--- config.mk ---
export PLATFORM = sky130hd
export DESIGN_NAME = mux2_rr_arbiter
export DESIGN_NICKNAME = d
export VERILOG_FILES = /design/src/rtl/mux2_rr_arbiter.sv
export SDC_FILE = /design/constraint.sdc
export NUM_CORES = 1
export LEC_CHECK = 0
export CORE_MARGIN = 3
export CORE_UTILIZATION = 40
export CTS_BUF_LIST = sky130_fd_sc_hd__clkbuf_4
export DETAILED_ROUTE_END_ITERATION = 16
export MAX_ROUTING_LAYER = met4
export PLACE_DENSITY = 0.82
export SYNTH_ARGS = -nofsm -noshare
export SYNTH_HDL_FRONTEND = slang
export SYNTH_SLANG_ARGS = --single-unit
export TNS_END_PERCENT = 10
--- constraint.sdc ---
create_clock -name Clk -period 1.5 [get_ports Clk]
set_input_delay 0.225 -clock Clk [delete_from_list [all_inputs] [get_ports Clk]]
set_output_delay 0.225 -clock Clk [all_outputs]
set_load 0.02 [all_outputs]
--- src/rtl/mux2_rr_arbiter.sv ---
// rtl/mux2_rr_arbiter.sv - round-robin share of a 32-bit 2:1 mux between two valid/ready requesters
// Optional macro MUX2_ARB_FIXED_PRI_EN: A always wins ties (Last still tracked, ignored for arbitration).

module mux2to1 (
   input  logic        sel,
   input  logic [31:0] a,
   input  logic [31:0] b,
   output logic [31:0] c
);
   assign c = sel ? b : a;
endmodule

module mux2_rr_arbiter #(
   parameter int WIDTH     = 32,
   parameter bit INIT_LAST = 1'b1
) (
   input  logic             Clk,
   input  logic             Reset,
   input  logic             ValidA,
   input  logic [WIDTH-1:0] A,
   output logic             ReadyA,
   input  logic             ValidB,
   input  logic [WIDTH-1:0] B,
   output logic             ReadyB,
   output logic             ValidC,
   output logic [WIDTH-1:0] C,
   input  logic             ReadyC,
   output logic             Sel,
   output logic             SrcC
);

   typedef enum logic {
      EMPTY = 1'b0,
      FULL  = 1'b1
   } state_t;

   state_t           state_q, state_d;
   logic [WIDTH-1:0] c_q, c_d;
   logic             src_q, src_d;
   logic             last_q, last_d;

   logic             space;
   logic             any_valid;
   logic             grant_b;
   logic             xfer;
   logic [WIDTH-1:0] mux_out;

   mux2to1 u_mux (
      .sel (Sel),
      .a   (A),
      .b   (B),
      .c   (mux_out)
   );

   // B wins only when it is alone, or on a tie when A was granted last.
   always_comb begin
      any_valid = ValidA | ValidB;
`ifdef MUX2_ARB_FIXED_PRI_EN
      grant_b   = ValidB & ~ValidA;
`else
      grant_b   = ValidB & (~ValidA | ~last_q);
`endif
      Sel       = any_valid ? grant_b : last_q;
      space     = (state_q == EMPTY) | ReadyC;
      ReadyA    = space & ValidA & ~grant_b & ~Reset;
      ReadyB    = space & ValidB &  grant_b & ~Reset;
      xfer      = (ValidA & ReadyA) | (ValidB & ReadyB);
   end

   always_comb begin
      state_d = state_q;
      c_d     = c_q;
      src_d   = src_q;
      last_d  = last_q;
      if (xfer) begin
         state_d = FULL;
         c_d     = mux_out;
         src_d   = Sel;
         last_d  = Sel;
      end else if (state_q == FULL && ReadyC) begin
         state_d = EMPTY;
      end
   end

   always_ff @(posedge Clk) begin
      if (Reset) begin
         state_q <= EMPTY;
         c_q     <= '0;
         src_q   <= 1'b0;
         last_q  <= INIT_LAST;
      end else begin
         state_q <= state_d;
         c_q     <= c_d;
         src_q   <= src_d;
         last_q  <= last_d;
      end
   end

   assign ValidC = (state_q == FULL);
   assign C      = c_q;
   assign SrcC   = src_q;

endmodule
# --- Word-level counts from Yosys, hierarchy flattened ---
# Cells that the tools add are included.
classes:
  mux: 4
  n_bitwise: 18
  n_reduce_logical: 2
ops:
  columns: ["op", "n"]
  rows:
  - ["32-bit 2-to-1 mux", 1]
  - ["1-bit bitwise AND", 9]
  - ["1-bit inverter", 5]
  - ["1-bit OR", 4]
  - ["1-bit 2-to-1 mux", 3]
  - ["2-bit nonzero test", 1]
  - ["1-bit logical AND", 1]
totals:
  reg_bits: 35
  input_bits: 69
  elab_cells: 28

# --- Logic depth before layout (Yosys ltp) ---
depth:
  depth_word: 9
  ltp_mapped: 6

# --- Modules after synthesis ---
# Synthesis repeated with hierarchy kept, for this count alone.
hier_totals:
  hier_cells: 196
  hier_area_um2: 2058.2
modules_own_cells:
  columns: ["module", "instances", "cells_per_inst", "area_each_um2", "seq_area_each_um2"]
  rows:
  - ["mux2_rr_arbiter", 1, 160, 1514.0, 700.7]
  - ["mux2to1", 1, 36, 544.3, 0.0]

# --- Worst setup path before layout ---
# Ideal clock, no wire load.
synth_path:
  kind: "flip-flop to flip-flop"
  start: "register state_q, in the netlist ValidC"
  end: "register c_q[13], in the netlist C[13]"
  t_arrival_ns: 1.267
  required_ns: 1.411
  setup_slack_ns: 0.144
  path_stages_with_launch: 6
  n_path_buf: 2
  path_cell_list: "dfxtp_1 nand2b_1 buf_2 clkbuf_1 a31oi_1 a311oi_2"
synth_between:
  elab_chain_cells: 7
  word_cells_on_any_way: 11
synth_lines:
  columns: ["item", "line_no", "source"]
  rows:
  - ["start: declaration", "37", "state_t state_q, state_d;"]
  - ["start signal: assignment", "92", "state_q <= state_d;"]
  - ["1-bit inverter (*)", "64", "space = (state_q == EMPTY) | ReadyC;"]
  - ["1-bit OR (*)", "64", null]
  - ["1-bit bitwise AND (on tied branches) (3 in series)", "65, 66", null]
  - ["1-bit bitwise AND", "67", "xfer = (ValidA & ReadyA) | (ValidB & ReadyB);"]
  - ["1-bit OR (*)", "67", null]
  - ["end signal: assignment", "88", "c_q <= '0;"]
  - ["end signal: assignment", "93", "c_q <= c_d;"]
  - ["end: declaration", "38", "logic [WIDTH-1:0] c_q, c_d;"]
# Mark *: on every way between the ends. The rest lies on a longest branch, timed or not.
# A chain may end at the register's enable or synchronous reset.

# --- Worst setup path after layout ---
layout_path:
  start: "register last_q"
  end: "output port ReadyB"
layout_between:
  elab_chain_cells: 5
layout_lines:
  columns: ["item", "line_no", "source"]
  rows:
  - ["start: declaration", "40", "logic last_q, last_d;"]
  - ["start signal: assignment", "95", "last_q <= last_d;"]
  - ["1-bit inverter", "61", "grant_b = ValidB & (~ValidA | ~last_q);"]
  - ["1-bit OR", "61", null]
  - ["1-bit bitwise AND", "61", null]
  - ["1-bit bitwise AND (2 in series)", "66", "ReadyB = space & ValidB & grant_b & ~Reset;"]
  - ["end: declaration", "24", "output logic ReadyB,"]
# No other way between the ends.

==> flow_summary.json <==
{
  "status": "completed",
  "core-area_um2": 4560,
  "fillers": 383,
  "final_common_cell": "clkdlybuf4s50_1",
  "htreeDepth": 2,
  "maxCapViolations": 0,
  "slew_viol_final": 0,
  "hold_end": "last_q",
  "reg2reg_to": "C[8]",
  "clk_latency_ns": 0.35,
  "die_width_um": 76.3,
  "skew_ns": 0.0171,
  "synth.top_cell.area_share_pct": 35.4,
  "rows": 24,
  "synth_fp_nets": 285,
  "worstHoldPathType": "in2reg",
  "regToRegSetupSlack_ns": 0.10,
  "initial_core_util_pct": 43.3,
  "min_from": "Reset",
  "cts_hold_buf": 0,
  "wirelength_um": 6590,
  "cts_tree": "built",
  "ios": 106,
  "cts_buffers": 5,
  "reg2reg_depth": 5,
  "syn_avg_cell_area_um2": 9.15,
  "reg2reg_from": "last_q",
  "vias_per_cell": 5.83,
  "place_ws_ns": -0.403,
  "p_per_area_nw_per_um2": 821,
  "synth_top_cells_by_area": "dfxtp_1 35%, a311oi_2 23%, a31oi_1 11%, o21ai_0 8.4%, nand3_1 8.1%",
  "grt_pass1_vias": 2128,
  "dr.first_iter.drc_count": 230,
  "fin_ws_ns": 0.0548,
  "grt_pass1_wl_um": 10600,
  "syn_area_um2": 1980,
  "post-route-util_pct": 69.8,
  "final_cell_mix": "66 x clkdlybuf4s50_1, 35 x dlygate4sd2_1, 34 x dfxtp_1, 34 x a31oi_1, 33 x o21ai_0",
  "synth_seq_cells": 35,
  "nNetsFinal": 385,
  "fin_crit_sh_pct": 96.3,
  "hold_viol": 0,
  "yosys_warnings": 0,
  "dieArea_um2": 5820,
  "setup_viol": 0,
  "cts_root_buf": "clkbuf_4",
  "io_buffers": 105,
  "min_path_cells": 4,
  "ys_seq_area_share_pct": 35.4,
  "place_congestion": 0.753,
  "slew_headroom_pct": 64.7,
  "clock_sinks": 35,
  "finalCriticalPeriod_ns": 1.45,
  "fmax_ghz": 0.692,
  "area_growth_pct": 61.1,
  "endpoint_kind": "primary output",
  "clk_pin_slew_ns": 0.11,
  "required_ns": 1.27,
  "overflow": 0,
  "ant_nets": 0,
  "insertedDiodeCount": 0,
  "crit_arrival_ns": 1.22,
  "layout-drive-gt1-share_pct": 21.8,
  "hpwl_um": 4560,
  "first_pass_iters": 4,
  "rsz0062_at_grt": "true",
  "synthCells": 216,
  "power.leakage_nw": 1.24,
  "cp_max_fo": 5,
  "route.detailed.drc": 0,
  "antenna_found_initial": 0,
  "hold_ws_ns": 0.404,
  "path_class": "reg2out",
  "via_count": 2226,
  "grt_start_max_net_pins": 36,
  "yosysUniqueCellTypes": 22,
  "tightestPinTransition_ns": 0.529,
  "yosysTopAreaCell": "dfxtp_1",
  "irDropWorstVdd_mv": 0.548,
  "grt_usage_pct": 22.9,
  "die_h_um": 76.3,
  "cts_buffer_depth": 2,
  "start_kind": "register",
  "avgRoutedWirePerCell_um": 17.3
}
==> stage by stage <==
stage	cells	TNS [ns]	power (W)	instance area, µm²
floorplan	216	0	0.00154	1980
global placement	374	-9.84	0.00197	3120
detailed placement	374	-9.98	0.00198	3120
CTS	382	0	0.00261	3150
global route	382	-0.0253	0.00274	3180
finish	382	0	0.00262	3180
==> power breakdown <==
group	total [W]	internal, W	switching (W)
combinational	0.000873	0.000426	0.000447
sequential	0.00104	0.00101	0.0000366
clock	0.000698	0.000351	0.000347
==> layer usage <==
layer | routed length (µm) | global-route usage, % | up-vias
met3 | 433 | 6.15 | 10
li1 | - | - | 1053
met2 | 3380 | 36.7 | 91
met5 | 0 | - | -
met4 | 112 | 6.52 | 0
met1 | 2660 | 28.3 | 1072
==> area by class of cell <==
class / instances / area, µm² / share of cell area [%]
Timing Repair Buffer: 126 / 1190 / 37.4
Multi-Input combinational cell: 145 / 1120 / 35.1
Sequential cell: 35 / 702 / 22.0
Tap cell: 65 / 81.3 / 2.55
Clock inverter: 3 / 43.8 / 1.38
Clock buffer: 5 / 37.5 / 1.18
Inverter: 3 / 11.3 / 0.354
==> critical path, stage by stage (launching register included) <==
cell and delay, ns:
dfxtp_2 0.34, buf_4 0.15, nand2_2 0.06, and4_4 0.22, buf_6 0.12
==> synth_stat cells <==
cell	count
nand2b_1	3
a21oi_1	1
inv_1	2
nand2_1	2
or2_1	1
buf_6	5
nand3_1	32
a311oi_1	2
and3_4	1
nor2_1	1
a311oi_2	30
and4_1	2
and2b_1	2
dfxtp_1	35
buf_2	3
clkbuf_1	22
a31oi_1	34
clkbuf_2	1
clkinv_1	1
o21a_1	1
o21ai_0	33
buf_1	2
==> worst max-delay path by stage <==
stage                     startpoint     end  depth (start not counted)
after global routing          last_q    C[5]                          5
after floorplan               ValidC   C[13]                          5
after global placement        ReadyC  ReadyB                          4
after detailed placement      ValidA  ReadyB                          4
final                         last_q  ReadyB                          4
after CTS                     last_q  ReadyB                          4
==> sequential cells by signal (all words and copies together), names as in the netlist <==
signal	flops
C	32
SrcC	1
ValidC	1
last_q	1
==> what timing repair did <==
action / 4_1_cts / 5_1_grt
gates resized for setup: 50 / 8
endpoints found under the setup margin: 37 / 34
buffers inserted: 0 / 0
pin swaps: 1 / 0
==> cells by family after synthesis <==
logic type             share of synthesized area [%]
AO/OA/AOI/OAI                                   43.4
buffers and inverters                           8.99
flip-flops                                      35.4
AND/OR/NAND/NOR                                 12.2
Power figures use the tool's default switching activity.
